--- src/rtl/clock_time_counter.sv ---
`default_nettype none
// clock_time_counter: BCD mm:ss time-keeper with debounced mode/increment buttons
// and a blinking edit field (4'hF nibbles are blanked by the display driver).
module clock_time_counter #(
  parameter int TICK_DIV  = 100_000_000,
  parameter int DB_CYCLES = 2_000_000,
  parameter int BLINK_DIV = 25_000_000
) (
  input  logic        clk,
  input  logic        rst,
  input  logic        btn_mode,
  input  logic        btn_inc,
  output logic [15:0] data,
  output logic [1:0]  mode,
  output logic        sec_tick
);

  localparam int TW = $clog2(TICK_DIV + 1);
  localparam int DW = $clog2(DB_CYCLES + 1);
  localparam int BW = $clog2(BLINK_DIV + 1);
  localparam logic [TW-1:0] TICK_LAST  = TW'(TICK_DIV - 1);
  localparam logic [DW-1:0] DB_LAST    = DW'(DB_CYCLES - 1);
  localparam logic [BW-1:0] BLINK_LAST = BW'(BLINK_DIV - 1);

  localparam logic [1:0] RUN     = 2'd0;
  localparam logic [1:0] SET_MIN = 2'd1;
  localparam logic [1:0] SET_SEC = 2'd2;

  logic [1:0]    raw, sync1, sync2, level, level_d, press;
  logic [DW-1:0] db_cnt [2];
  logic          mode_p, inc_p, edit_inc;
  logic [1:0]    state, next_state;
  logic [TW-1:0] pcnt;
  logic          tick;
  logic [7:0]    mins, secs, mins_nxt, secs_nxt;
  logic [8:0]    min_inc, sec_inc;
  logic [BW-1:0] bcnt;
  logic          phase;

  // Returns {carry, tens, units}; the pair wraps 59 -> 00 with carry set.
  function automatic logic [8:0] bcd_inc(input logic [7:0] v);
    if (v[3:0] != 4'd9)
      return {1'b0, v[7:4], v[3:0] + 4'd1};
    else if (v[7:4] != 4'd5)
      return {1'b0, v[7:4] + 4'd1, 4'd0};
    else
      return 9'h100;
  endfunction

  assign raw = {btn_inc, btn_mode};

  always_ff @(posedge clk) begin
    for (int i = 0; i < 2; i++) begin
      if (rst) begin
        sync1[i]   <= 1'b0;
        sync2[i]   <= 1'b0;
        level[i]   <= 1'b0;
        level_d[i] <= 1'b0;
        db_cnt[i]  <= '0;
      end else begin
        sync1[i]   <= raw[i];
        sync2[i]   <= sync1[i];
        level_d[i] <= level[i];
        if (sync2[i] == level[i]) begin
          db_cnt[i] <= '0;
        end else if (db_cnt[i] == DB_LAST) begin
          level[i]  <= sync2[i];
          db_cnt[i] <= '0;
        end else begin
          db_cnt[i] <= db_cnt[i] + 1'b1;
        end
      end
    end
  end

  assign press    = level & ~level_d;
  assign mode_p   = press[0];
  assign inc_p    = press[1];
  // A mode press wins over a coincident increment.
  assign edit_inc = inc_p & ~mode_p;

  always_ff @(posedge clk) begin
    if (rst) state <= RUN;
    else     state <= next_state;
  end

  always_comb begin
    next_state = state;
    if (mode_p) begin
      case (state)
        RUN:     next_state = SET_MIN;
        SET_MIN: next_state = SET_SEC;
        default: next_state = RUN;
      endcase
    end
  end

  always_comb begin
    mode = state;
  end

  assign tick = (state == RUN) && (pcnt == TICK_LAST);

  always_ff @(posedge clk) begin
    if (rst || state != RUN || tick) pcnt <= '0;
    else                             pcnt <= pcnt + 1'b1;
  end

  always_comb begin
    min_inc  = bcd_inc(mins);
    sec_inc  = bcd_inc(secs);
    mins_nxt = mins;
    secs_nxt = secs;
    if (tick) begin
      secs_nxt = sec_inc[7:0];
      if (sec_inc[8]) mins_nxt = min_inc[7:0];
    end else if (edit_inc && state == SET_MIN) begin
      mins_nxt = min_inc[7:0];
    end else if (edit_inc && state == SET_SEC) begin
      secs_nxt = sec_inc[7:0];
    end
  end

  always_ff @(posedge clk) begin
    if (rst) begin
      mins     <= 8'h00;
      secs     <= 8'h00;
      sec_tick <= 1'b0;
    end else begin
      mins     <= mins_nxt;
      secs     <= secs_nxt;
      sec_tick <= tick;
    end
  end

  // Blink restarts visible on entering a set state and after every increment.
  always_ff @(posedge clk) begin
    if (rst || next_state == RUN || mode_p || inc_p) begin
      bcnt  <= '0;
      phase <= 1'b0;
    end else if (bcnt == BLINK_LAST) begin
      bcnt  <= '0;
      phase <= ~phase;
    end else begin
      bcnt <= bcnt + 1'b1;
    end
  end

  always_ff @(posedge clk) begin
    if (rst) begin
      data <= 16'h0000;
    end else begin
      data[15:8] <= (phase && state == SET_MIN) ? 8'hFF : mins;
      data[7:0]  <= (phase && state == SET_SEC) ? 8'hFF : secs;
    end
  end

endmodule
`default_nettype wire

--- config.mk ---
export PLATFORM = sky130hd
export DESIGN_NAME = clock_time_counter
export DESIGN_NICKNAME = d
export VERILOG_FILES = /design/src/rtl/clock_time_counter.sv
export SDC_FILE = /design/constraint.sdc
export NUM_CORES = 1
export LEC_CHECK = 0
export CAP_MARGIN = 25
export CORE_ASPECT_RATIO = 1.25
export CORE_MARGIN = 2
export CORE_UTILIZATION = 55
export CTS_BUF_LIST = sky130_fd_sc_hd__clkbuf_4
export DETAILED_ROUTE_END_ITERATION = 8
export PLACE_DENSITY = 0.83
export SLEW_MARGIN = 20
export SYNTH_ARGS = -nofsm -noshare
export SYNTH_HDL_FRONTEND = slang
export SYNTH_SLANG_ARGS = --single-unit
--- constraint.sdc ---
create_clock -name clk -period 2.45 [get_ports clk]
set_input_delay 0.735 -clock clk [delete_from_list [all_inputs] [get_ports clk]]
set_output_delay 0.735 -clock clk [all_outputs]
set_load 0.01 [all_outputs]
==> impl_metrics.xml, run 1 <==
<?xml version="1.0" encoding="UTF-8"?>
<metrics>
  <group name="status">
    <metric name="run_status" unit="">completed</metric>
  </group>
  <group name="clock_tree">
    <metric name="cts_sinks" unit="">138</metric>
    <metric name="cts_inserted_buffers" unit="">17</metric>
    <metric name="postCtsSetupRepairBufs" unit="">0</metric>
    <metric name="clk_transition_reported_paths" unit="ns">0.11</metric>
    <metric name="htree_levels" unit="">4</metric>
    <metric name="cts_buffer_depth" unit="">2</metric>
    <metric name="cts_root_buffer" unit="">clkbuf_4</metric>
    <metric name="ctsHoldBuffers" unit="">0</metric>
    <metric name="clk-insertion-delay-late" unit="ns">0.54</metric>
    <metric name="cts_resized" unit="">0</metric>
    <metric name="tritoncts" unit="">yes</metric>
  </group>
  <group name="critical_path">
    <metric name="cp_slowest_cell" unit="">or4b_4</metric>
    <metric name="maximum_fanout_encountered_on_the_critical_timing_path" unit="">5</metric>
    <metric name="kind_of_cell_with_the_highest_combined_delay_on_the_critical_path" unit="">simple AND/OR/NAND/NOR gates</metric>
    <metric name="cp_data_required_time" unit="ns">2.91</metric>
    <metric name="critical_path.startpoint" unit="">pcnt[1]</metric>
    <metric name="cp-end-kind" unit="">flop</metric>
    <metric name="timing.critical_path.cells" unit="">ha_1, nand3_1, or4b_4, o31ai_4, nand3_4, or3b_1, a21oi_1</metric>
    <metric name="worst-path-stages" unit="">7</metric>
    <metric name="timing.reg2reg.worst_path_depth" unit="">7</metric>
    <metric name="critical_path.n_buffers_inverters" unit="">0</metric>
    <metric name="timing.rr.start" unit="">pcnt[1]</metric>
    <metric name="worst_r2r_endpoint" unit="">mins[6]</metric>
    <metric name="timing.critical_path.to" unit="">mins[6]</metric>
    <metric name="timing.critical_path.slowest_cell_delay" unit="ns">0.58</metric>
    <metric name="rrSetupSlack" unit="ns">0.13</metric>
    <metric name="setup.worst_path.class" unit="">flop to flop</metric>
    <metric name="worst_endpoint_data_arrival_time" unit="ns">2.78</metric>
    <metric name="startpoint_type" unit="">flop</metric>
  </group>
  <group name="logic_synthesis">
    <metric name="syn_area_per_cell" unit="µm²">9.351</metric>
    <metric name="synth_sequential_area_ratio" unit="">0.5165</metric>
    <metric name="synth_xor_xnor_area_share" unit="">0.1293</metric>
    <metric name="largest_family_of_logic_cells_by_synthesized_area" unit="">simple AND/OR/NAND/NOR gates</metric>
    <metric name="synth_mux_area_frac" unit="">0.01137</metric>
    <metric name="synth_simple_gate_area_frac" unit="">0.2812</metric>
    <metric name="synth.distinct_cells" unit="">44</metric>
    <metric name="yosys_most_used_dff" unit="">dfxtp_1</metric>
    <metric name="synth_async_sr_flop_share" unit="">0</metric>
    <metric name="post-synth-top-area-cell" unit="">dfxtp_1</metric>
    <metric name="netlist_instances" unit="">659</metric>
    <metric name="ys_top_cells_by_count" unit="">nor2_1, dfxtp_1, xor2_1</metric>
    <metric name="synth.ff_latch_count" unit="">138</metric>
    <metric name="synth-edff-count" unit="">42</metric>
    <metric name="synth_compound_gate_area_share" unit="">0.02863</metric>
    <metric name="post-synth-top-area-fraction" unit="">0.3119</metric>
    <metric name="yosys_warnings" unit="">0</metric>
    <metric name="post_synth_fa_ha_maj_area_fraction" unit="">0.008122</metric>
    <metric name="area_contributors_post_synth" unit="">dfxtp_1, edfxtp_1, nor2_1</metric>
    <metric name="synthMostInstantiatedCell" unit="">nor2_1</metric>
    <metric name="post_synth_instance_area" unit="µm²">6162</metric>
  </group>
  <group name="place">
    <metric name="io_buffers" unit="">22</metric>
    <metric name="detailedPlacementHpwl" unit="µm">7915</metric>
    <metric name="placed_cells" unit="">851</metric>
    <metric name="globalplace.congestion" unit="">0.8317</metric>
  </group>
  <group name="detailed_routing">
    <metric name="total_wire_length" unit="µm">11150</metric>
    <metric name="dr.pass1.iters" unit="">4</metric>
    <metric name="detail_route.iter0.violations" unit="">197</metric>
    <metric name="post_drt_wl_per_cell" unit="µm">12.62</metric>
    <metric name="antenna_left" unit="">0</metric>
    <metric name="dr_total_vias" unit="">4605</metric>
    <metric name="detail_route.drc_violations" unit="">0</metric>
    <metric name="detail_route.vias_per_cell" unit="">5.215</metric>
  </group>
  <group name="global_routing">
    <metric name="global_route_wire_length_before_repair" unit="µm">18860</metric>
    <metric name="grt_pass1_vias" unit="">4468</metric>
    <metric name="grt_start_max_net_pins" unit="">39</metric>
    <metric name="grt_usage" unit="">0.1923</metric>
    <metric name="globalRoute.totalOverflow" unit="">0</metric>
    <metric name="grt_antenna_before_repair" unit="">0</metric>
  </group>
  <group name="layout">
    <metric name="stdcell_count" unit="">883</metric>
    <metric name="area_delta_synth_final" unit="%">15.72</metric>
    <metric name="finish.net_count" unit="">743</metric>
    <metric name="drive_above_1_share" unit="">0.06818</metric>
    <metric name="diodes" unit="">0</metric>
  </group>
  <group name="sta">
    <metric name="hold_viol_final" unit="">0</metric>
    <metric name="max_slew_margin" unit="">0.6153</metric>
    <metric name="layout_min_cycle_time" unit="ns">2.320</metric>
    <metric name="number_of_slew_limit_violations_in_the_final_report" unit="">0</metric>
    <metric name="finClkSkew" unit="ns">0.01834</metric>
    <metric name="fin_crit_sh" unit="">0.9469</metric>
    <metric name="setup_repair_after_global_routing_missed_its_margin" unit="">false</metric>
    <metric name="fmaxAchievable" unit="GHz">0.4310</metric>
    <metric name="timing.final.setup_violations" unit="">0</metric>
    <metric name="tightestPinTransition" unit="ns">0.5726</metric>
    <metric name="setup-tns-final" unit="ns">0</metric>
  </group>
  <group name="die">
    <metric name="initial_core_util" unit="">0.5587</metric>
    <metric name="dieHeight" unit="µm">122.3</metric>
    <metric name="num_io_pins" unit="">23</metric>
    <metric name="fp-row-count" unit="">43</metric>
    <metric name="fp.coreArea" unit="µm²">11030</metric>
    <metric name="design.die.area" unit="µm²">12070</metric>
    <metric name="floorplan.die.width" unit="µm">98.68</metric>
  </group>
  <group name="worst_hold_path">
    <metric name="kind_of_path_behind_the_tightest_hold_check" unit="">flop to flop</metric>
  </group>
  <group name="power">
    <metric name="ir_drop" unit="mV">0.4289</metric>
    <metric name="static-leakage-power" unit="nW">2.490</metric>
    <metric name="power_per_cell_area" unit="nW/µm²">622.5</metric>
  </group>
  <group name="run">
    <metric name="max_cap_viol_count" unit="">0</metric>
  </group>
</metrics>
-- power by group --
part	internal [mW]	switching [mW]
Combinational	0.0415	0.0592
Sequential	2.39	0.0366
Clock	1.12	0.795
-- state kept, by name, summed over array words and instances, names as in the netlist, 2 cells and up --
signal	count
mins	8
mode	2
sync1	2
level_d	2
secs	8
sync2	2
pcnt	27
level	2
bcnt	25
db_cnt	42
data	16
-- worst min path at each step --
stage / cells after the start / startpoint / slack [ns] / end
after CTS: 1 / sync1[1] / 0.46 / sync2[1]
after global routing: 1 / sync1[1] / 0.47 / sync2[1]
after detailed placement: 1 / sync1[0] / 0.44 / sync2[0]
after global placement: 1 / sync1[1] / 0.42 / sync2[1]
final: 1 / pcnt[0] / 0.44 / pcnt[0]
after floorplan: 1 / sync1[0] / 0.41 / sync2[0]
-- routing by layer --
| layer | track usage | up-vias | share of wire |
|---|---|---|---|
| met4 | 0.06935 | 0 | 0.0085 |
| met1 | 0.2150 | 2182 | 0.42 |
| met2 | 0.3503 | 70 | 0.53 |
| li1 | - | 2343 | - |
| met3 | 0.05296 | 10 | 0.037 |
| met5 | 0 | - | 0 |
-- stage by stage --
stage               utilization  hold slack [ns]  cell area [µm²]  setup WS (ns)  total power [mW]
global route             0.6465           0.4655             7131        0.01722             4.571
floorplan                     -           0.4138             6316         0.1373             2.541
CTS                      0.6462           0.4569             7127        0.09603             4.470
detailed placement       0.6112           0.4432             6741        0.09851             2.574
finish                   0.6465           0.4387             7131         0.1301             4.439
global placement         0.6112           0.4247             6741         0.1542             2.567
-- layout by cell type, fill, tap and decap left out, types with 11 or more instances in the layout --
cell type          n
nor2_1           164
nor2b_1           11
nand4_1           23
a21oi_1           12
conb_1            42
edfxtp_1          42
xor2_1            48
buf_4             13
nor3_1            16
inv_1             18
clkdlybuf4s50_1   22
nand2_1           33
dfxtp_1           95
and3_1            11
clkbuf_4          18
xnor2_1           43
nand3_1           37
-- logic make-up (layout without fill, tap and decap cells) --
logic type,Yosys count,count (layout)
simple gates,352,352
xor+xnor,91,91
compound gates,28,28
flops,138,138
buf+inv,38,86
fa+ha+maj,4,4
other cells,1,42
mux,7,7
-- area by class of cell --
cell class                      count  area (µm²)
Inverter                           18       67.56
Tap cell                          135       168.9
Fill cell                         861        3899
Multi-Input combinational cell    524        2987
Timing Repair Buffer               36       337.8
Clock buffer                       18       135.1
Sequential cell                   138        3184
Clock inverter                     14       250.2
No activity file was read; power rests on OpenSTA's default activity.
==> inputs of run 2 (changes only) <==
- TNS_END_PERCENT: not set -> 20
==> results of run 2 <==
Same layout as run 1: the final DEF is identical, and so are final timing and power.
